==> config.mk <==
export PLATFORM = sky130hd
export DESIGN_NAME = sbox_seq_ctrl
export DESIGN_NICKNAME = d
export VERILOG_FILES = /design/src/rtl/sbox_seq_ctrl.sv
export SDC_FILE = /design/constraint.sdc
export NUM_CORES = 1
export LEC_CHECK = 0
export ABC_CLOCK_PERIOD_IN_PS = 3100
export BUFFER_PORTS_ARGS = -buffer_cell sky130_fd_sc_hd__buf_2
export CAP_MARGIN = 20
export CORE_ASPECT_RATIO = 0.7
export CORE_UTILIZATION = 30
export CTS_CLUSTER_SIZE = 25
export DETAILED_ROUTE_END_ITERATION = 8
export GPL_TIMING_DRIVEN = 0
export HOLD_SLACK_MARGIN = 0.12
export PLACE_DENSITY_LB_ADDON = 0.05
export RECOVER_POWER = 50
export SLEW_MARGIN = 5
export SYNTH_ARGS = -nofsm -noshare
export SYNTH_HDL_FRONTEND = slang
export SYNTH_SLANG_ARGS = --single-unit
export TNS_END_PERCENT = 20
==> constraint.sdc <==
create_clock -name clk -period 3.1 [get_ports clk]
set_clock_uncertainty 0.1 [all_clocks]
set_input_delay 0.62 -clock clk [delete_from_list [all_inputs] [get_ports clk]]
set_output_delay 0.62 -clock clk [all_outputs]
set_load 0.01 [all_outputs]
==> src/rtl/sbox_seq_ctrl.sv <==
// sbox_seq_ctrl: time-shares one DES S-box bank over the eight 6-bit groups of a word, packing a 32-bit result
module sbox_seq_ctrl #(
    parameter int NUM_BOX = 8,
    parameter int IDX_W   = 3
) (
    input  logic        clk,
    input  logic        rst,
    input  logic        in_valid,
    output logic        in_ready,
    input  logic [1:48] data_in,
    output logic [2:0]  sbox_sel,
    output logic [1:6]  sbox_in,
    input  logic [1:4]  sbox_out,
    output logic        out_valid,
    input  logic        out_ready,
    output logic [1:32] data_out,
    output logic        busy
);
    typedef enum logic [1:0] {IDLE, RUN, DONE} state_t;
    state_t state, state_nx;
    logic [IDX_W-1:0] cnt;
    logic [1:48] cap;
    logic last;
    assign last = cnt == IDX_W'(NUM_BOX - 1);
    always_comb begin
        state_nx  = (state == IDLE && in_valid)  ? RUN  :
                    (state == RUN  && last)      ? DONE :
                    (state == DONE && out_ready) ? IDLE : state;
        in_ready  = state == IDLE;
        out_valid = state == DONE;
        busy      = state != IDLE;
        sbox_sel  = state == RUN ? 3'(cnt) : '0;
        // group cnt+1 sits 42-6*cnt bits above the LSB of the captured word
        sbox_in   = state == RUN ? 6'(cap >> (6'd42 - 6'(cnt) * 6'd6)) : '0;
    end
    always_ff @(posedge clk) begin
        if (rst) begin
            state    <= IDLE;
            cnt      <= '0;
            cap      <= '0;
            data_out <= '0;
        end else begin
            state <= state_nx;
            if (state == IDLE && in_valid) begin
                cap      <= data_in;
                cnt      <= '0;
                data_out <= '0;
            end else if (state == RUN) begin
                data_out <= data_out | ({sbox_out, 28'b0} >> {cnt, 2'b00});
                cnt      <= last ? '0 : cnt + IDX_W'(1);
            end
        end
    end
endmodule
==> results of run 1 <==
[timing repair]
| action | CTS | global route |
|---|---|---|
| resized for setup | 22 | 9 |
| buffers inserted | 3 | 2 |
| gates cloned | 1 | 0 |
| endpoints found under the setup margin | 6 | 6 |
| pin swaps | 4 | 5 |
[flip-flops by register name (all words and copies together) (netlist names)]
signal,count
cap,48
state,2
cnt,3
data_out,32
[cell families after synthesis]
family	after synthesis	synth area share, %
DFF	85	41.7
and+or+nand+nor	184	18.8
xor gates and xnor gates	1	0.552
AOI/OAI and AO/OA	104	14.2
adders and majority gates	5	1.72
buffers and inverters	40	4.94
muxes	46	18.0
[layout by cell type, fill, tap and decap left out, drive strengths merged]
master / n
nand2: 106
dfxtp: 85
buf: 85
a21oi: 84
clkbuf: 63
nor2: 44
mux4: 20
mux2i: 18
nand3: 11
and3: 9
mux2: 8
inv: 8
o211ai: 7
nor2b: 5
nand2b: 5
a22oi: 5
ha: 4
o21ai: 4
clkinv: 2
xnor3: 1
nand3b: 1
nor3: 1
a221o: 1
a2bb2o: 1
a31o: 1
nand4: 1
o2bb2ai: 1
and2: 1
fa: 1
bufinv: 1
clkinvlp: 1
[how the worst max path moves through the flow]
stage,startpoint,cells after the start,endpoint
floorplan,cnt[1],9,sbox_in[4]
global placement,cnt[1],12,sbox_in[2]
detailed placement,cnt[1],12,sbox_in[2]
CTS,cnt[1],10,sbox_in[1]
global route,cnt[1],11,sbox_in[1]
finish,cnt[1],11,sbox_in[1]
[critical path, delay by kind of cell (launching register included)]
kind / cells / cell delay [ns]
adder cells (fa/ha/maj): 3 / 0.88
multiplexers: 2 / 0.59
flip-flops: 1 / 0.36
buffers and inverters: 4 / 0.56
AO/OA/AOI/OAI: 2 / 0.22
[area by class of cell]
cell class                      instances  area, um2
Tap cell                              185        231
Clock inverter                          6       68.8
Inverter                                6       22.5
Buffer                                 34        219
Fill cell                            1420       7960
Sequential cell                        85       1710
Clock buffer                           10        239
Multi-Input combinational cell        340       2240
Timing Repair Buffer                  104        541
[metal layers]
layer | track usage, % | up-vias | wire [um]
li1 | - | 1847 | -
met1 | 28.6 | 1740 | 6860
met2 | 26.5 | 112 | 5150
met3 | 3.32 | 9 | 582
met4 | 4.77 | 0 | 88
met5 | 0 | - | 0
[report_power, final]
group | switching [W] | internal [W] | total (W)
Clock | 0.000455 | 0.000652 | 0.00111
Sequential | 0.0000468 | 0.00114 | 0.00118
Combinational | 0.000244 | 0.000216 | 0.000460
Total | 0.000746 | 0.00200 | 0.00275
[per-stage QoR]
stage          area, um2  std cells  hold WS (ns)
3_3_place_gp        4810        748         0.343
4_1_cts             5250        768         0.363
3_5_place_dp        4810        748         0.351
5_1_grt             5270        770         0.380
2_1_floorplan       4090        465         0.333
6_report            5270        770         0.364
==> flow_summary.yaml, run 1 <==
status:
  run_status: "finished, violations left"
  failing_checks: "negative setup slack"
timing:
  timing.final.max_slew_violations: 0
  clock.fmax_mhz: 272
  finalHoldViolations: 0
  final.min_clock_period_ns: 3.68
  setup_viol_count_final: 6
  setup-tns-final_ns: -3.20
  unrepaired_setup_endpoints_after_global_routing: "true"
  timing.final.ws_setup_ns: -0.583
  worst_slew_pin_slew_ns: 0.810
  relSlewSlack_pct: 45.8
  timing.final.crit_share_pct: 119
place:
  placement.io_buffers: 98
  dp.final_hpwl_um: 9520
  preCtsSetupSlack_ns: -0.500
  routabilityCongestion: 0.811
route:
  via_count: 3708
  drtPass1Iterations: 4
  initialDrtViolationCount: 237
  drt-vias-per-instance: 4.82
  ant_nets: 0
  finalWirelength_um: 12700
  route.detailed.drc: 0
  detail_route.wl_per_cell_um: 16.5
clocking:
  cts-root-to-sink-buffers: 2
  cts.clk_slew.worst_paths_ns: 0.06
  cts_root_buffer: "sky130_fd_sc_hd__clkbuf_16"
  cts_tree: "yes"
  cts_hold_buffers: 0
  cts-buffers-inserted: 9
  insertion_delay_ns: 0.34
  htree_num_levels: 3
  cts.sinks: 85
critical_path:
  timing.reg2reg.worst_path_depth: 6
  timing_worst_setup_path_type: "reg -> out"
  crit_required_ns: 2.38
  critPathSlowestCell: "sky130_fd_sc_hd__fa_1"
  cp-start-kind: "flop"
  max_stage_delay_ns: 0.43
  timing.critical_path.fanout_max: 7
  crit_path_end_kind: "primary output"
  crit_path_cell_trace: "ha_4 > fa_1 > ha_1 > buf_6 > buf_12 > buf_16 > mux4_2 > mux2_4 > a22oi_2 > o21ai_1 > buf_2"
  critical_path.reg2reg.endpoint: "data_out[16]"
  r2r_start: "state[0]"
  reg2reg_slack_ns: 0.97
  critical_path_at_ns: 2.96
yosys:
  flip_flop_and_latch_count_after_synthesis: 85
  post_synth_num_cell_types: 34
  synth_area_leader_cell: "sky130_fd_sc_hd__dfxtp_1"
  yosysMostFrequentCell: "sky130_fd_sc_hd__nand2_1"
  post_synth.cell_area_avg_um2: 8.77
  synth_area_mm2: 0.00408
  postSynth.asyncResetShare_pct: 0
  synth-edff-count: 0
  synthesis.instances: 465
  synth.top_cell.area_share_pct: 41.7
  postSynthNetCount: 526
  ys.warnings.count: 0
  synth_area_leaders: "sky130_fd_sc_hd__dfxtp_1 (42%), sky130_fd_sc_hd__a21oi_1 (10%), sky130_fd_sc_hd__nand2_1 (9.8%)"
  synth.top_cells.by_count: "sky130_fd_sc_hd__nand2_1 (106), sky130_fd_sc_hd__dfxtp_1 (85), sky130_fd_sc_hd__a21oi_1 (84)"
  dominantRegCellSynth: "sky130_fd_sc_hd__dfxtp_1"
  sequential_element_share_of_the_synthesized_area_pct: 41.7
floorplan:
  initial_core_util_pct: 30.8
  core.rowCount: 35
  die_x_um: 141
  chipHeight_um: 99.5
  number_of_placed_i_o_pins: 100
  floorplan.die_area_mm2: 0.0141
  core_mm2: 0.0132
final_layout:
  num_antenna_cells: 0
  post_layout_nets: 641
  layout-drive-gt1-share_pct: 23.9
  final_core_util_pct: 39.8
  syn_to_final_growth_pct: 29.2
worst_hold_path:
  hold_path_startpoint: "cap[48]"
  whs_path_depth: 2
  hold_end: "cap[48]"
  hold_class: "reg -> reg"
global_route:
  initial_antenna_violation_count: 0
  number_of_global_route_vias_before_repair: 3597
  grt_overflow: 0
  grt_start_max_net_pins: 16
  wire_length_of_the_first_global_routing_pass_um: 19700
  global_route.usage.total_pct: 18.6
power_and_ir_drop:
  peakVddDrop_mv: 0.252
  cellLeakagePower_nw: 2.02
  power-per-cell-area_mw_per_mm2: 522
  totalPowerFinal_w: 0.00275
run:
  timing.max_cap.violations: 0
Note: power is estimated with default switching activity, not from simulation.
==> run 2, diff against run 1 <==
--- a/config.mk
+++ b/config.mk
@@ -16,6 +16,7 @@
 export HOLD_SLACK_MARGIN = 0.12
 export PLACE_DENSITY_LB_ADDON = 0.05
 export RECOVER_POWER = 50
+export SETUP_SLACK_MARGIN = 0.2
 export SLEW_MARGIN = 5
 export SYNTH_ARGS = -nofsm -noshare
 export SYNTH_HDL_FRONTEND = slang
==> flow_summary.yaml, run 2 (same netlist as run 1, synthesis figures left out) <==
timing:
  finalHoldViolations: 0
  unrepaired_setup_endpoints_after_global_routing: "true"
  clock.fmax_mhz: 267
  worst_slew_pin_slew_ns: 0.804
  relSlewSlack_pct: 46.2
  fin_worst_hold_slack_ns: 0.362
  setup_viol_count_final: 6
  timing.final.crit_share_pct: 121
  final.min_clock_period_ns: 3.75
  timing.final.ws_setup_ns: -0.652
  timing.final.max_slew_violations: 0
clocking:
  cts_root_buffer: "sky130_fd_sc_hd__clkbuf_16"
  htree_num_levels: 3
  cts_tree: "yes"
  cts.clk_slew.worst_paths_ns: 0.07
  cts-buffers-inserted: 9
  cts-root-to-sink-buffers: 2
  cts.sinks: 85
  insertion_delay_ns: 0.34
floorplan:
  core.rowCount: 35
  initial_core_util_pct: 30.8
  chipHeight_um: 99.5
  floorplan.die_area_mm2: 0.0141
  die_x_um: 141
  number_of_placed_i_o_pins: 100
  core_mm2: 0.0132
final_layout:
  syn_to_final_growth_pct: 29.7
  largest_registers: "cap (48), data_out (32), cnt (3)"
  final_core_util_pct: 40.0
  flip_flop_count_of_the_largest_register_all_copies_and_words_added: 48
  post_layout_nets: 639
  fill_cells: 1428
  layout_commonest_cell: "sky130_fd_sc_hd__nand2_1"
  num_antenna_cells: 0
  layout-drive-gt1-share_pct: 23.3
  most-common-layout-cells: "sky130_fd_sc_hd__nand2_1 (106), sky130_fd_sc_hd__a21oi_1 (84), sky130_fd_sc_hd__dfxtp_1 (83), sky130_fd_sc_hd__buf_2 (70), sky130_fd_sc_hd__clkbuf_1 (52)"
  seq_area_mm2: 0.00171
  multiInputGateArea_mm2: 0.00223
  top_register: "cap"
route:
  detail_route.wl_per_cell_um: 16.5
  via_count: 3731
  initialDrtViolationCount: 309
  drtPass1Iterations: 4
  ant_nets: 0
  drt-vias-per-instance: 4.86
  route.detailed.drc: 0
  finalWirelength_um: 12700
critical_path:
  crit_required_ns: 2.38
  crit_path_end_kind: "primary output"
  critical_path.reg2reg.endpoint: "data_out[20]"
  r2r_start: "state[1]"
  timing_worst_setup_path_type: "reg -> out"
  cp-start-kind: "flop"
  critical_path_at_ns: 3.03
  reg2reg_slack_ns: 0.98
  timing.reg2reg.worst_path_depth: 6
  timing.critical_path.fanout_max: 7
power_and_ir_drop:
  peakVddDrop_mv: 0.227
  power-per-cell-area_mw_per_mm2: 552
  cellLeakagePower_nw: 2.03
status:
  failing_checks: "negative setup slack"
  run_status: "finished, violations left"
global_route:
  grt_start_max_net_pins: 17
  wire_length_of_the_first_global_routing_pass_um: 19600
  global_route.usage.total_pct: 18.6
  number_of_global_route_vias_before_repair: 3463
  grt_overflow: 0
  initial_antenna_violation_count: 0
place:
  placement.io_buffers: 98
  routabilityCongestion: 0.826
  dp.final_hpwl_um: 9460
  preCtsSetupSlack_ns: -0.404
worst_hold_path:
  hold_path_startpoint: "cap[48]"
  hold_end: "cap[48]"
  whs_path_depth: 2
  hold_class: "reg -> reg"
run:
  timing.max_cap.violations: 0
==> run 2: worst max-delay path by stage <==
| stage | startpoint | end | slack [ns] | cells after the start |
|---|---|---|---|---|
| global route | cnt[1] | sbox_in[2] | -0.70 | 12 |
| global placement | cnt[1] | sbox_in[2] | -0.39 | 12 |
| CTS | cnt[1] | sbox_in[4] | -0.64 | 10 |
| floorplan | cnt[1] | sbox_in[4] | 0.02 | 9 |
| finish | cnt[1] | sbox_in[4] | -0.65 | 10 |
| detailed placement | cnt[1] | sbox_in[2] | -0.40 | 12 |
==> run 2: worst max-delay path, cell delays in order, from the launching register on <==
cell                       delay, ns
sky130_fd_sc_hd__dfxtp_4        0.37
sky130_fd_sc_hd__ha_4           0.16
sky130_fd_sc_hd__fa_1           0.49
sky130_fd_sc_hd__ha_4           0.30
sky130_fd_sc_hd__buf_8          0.14
sky130_fd_sc_hd__buf_12         0.14
sky130_fd_sc_hd__mux4_2         0.34
sky130_fd_sc_hd__mux2i_2        0.19
sky130_fd_sc_hd__a2bb2o_4       0.23
sky130_fd_sc_hd__a31o_1         0.20
sky130_fd_sc_hd__buf_6          0.13
==> run 2: cell type report <==
type	instances	area share, %
plain buffers	34	4.14
flip-flops and latches	85	32.3
well taps	185	4.38
clock inverters	7	2.46
repair buffers	102	9.82
inverters	6	0.426
clock buffers	9	4.26
multi-input cells	340	42.2
==> run 2: repair_timing <==
item	4_1_cts	5_1_grt
buffers inserted	1	2
gates resized for setup	16	6
hold buffers	0	0
hold endpoints to repair	0	0
endpoints found under the setup margin	6	6
pin swaps	2	3
gates cloned	1	0
==> run 2: layer usage <==
| metal | track usage (%) | part of all wire, % | up-vias |
|---|---|---|---|
| li1 | - | - | 1843 |
| met1 | 28.3 | 51 | 1763 |
| met2 | 25.6 | 41 | 120 |
| met3 | 4.14 | 6.8 | 5 |
| met4 | 5.35 | 0.78 | 0 |
| met5 | 0 | 0 | - |
==> run 2: power breakdown <==
| part | internal [W] | switching, W |
|---|---|---|
| clock | 0.000803 | 0.000480 |
| sequential | 0.00114 | 0.0000458 |
| combinational | 0.000213 | 0.000241 |
| total | 0.00215 | 0.000767 |
==> run 2: stage by stage <==
stage / total power (W) / cell area (um2) / cells / TNS [ns]
finish: 0.00292 / 5290 / 768 / -3.54
global route: 0.00304 / 5290 / 768 / -3.93
CTS: 0.00294 / 5270 / 766 / -3.54
detailed placement: 0.00162 / 4820 / 748 / -1.94
global placement: 0.00161 / 4820 / 748 / -1.88
floorplan: 0.00147 / 4100 / 465 / 0
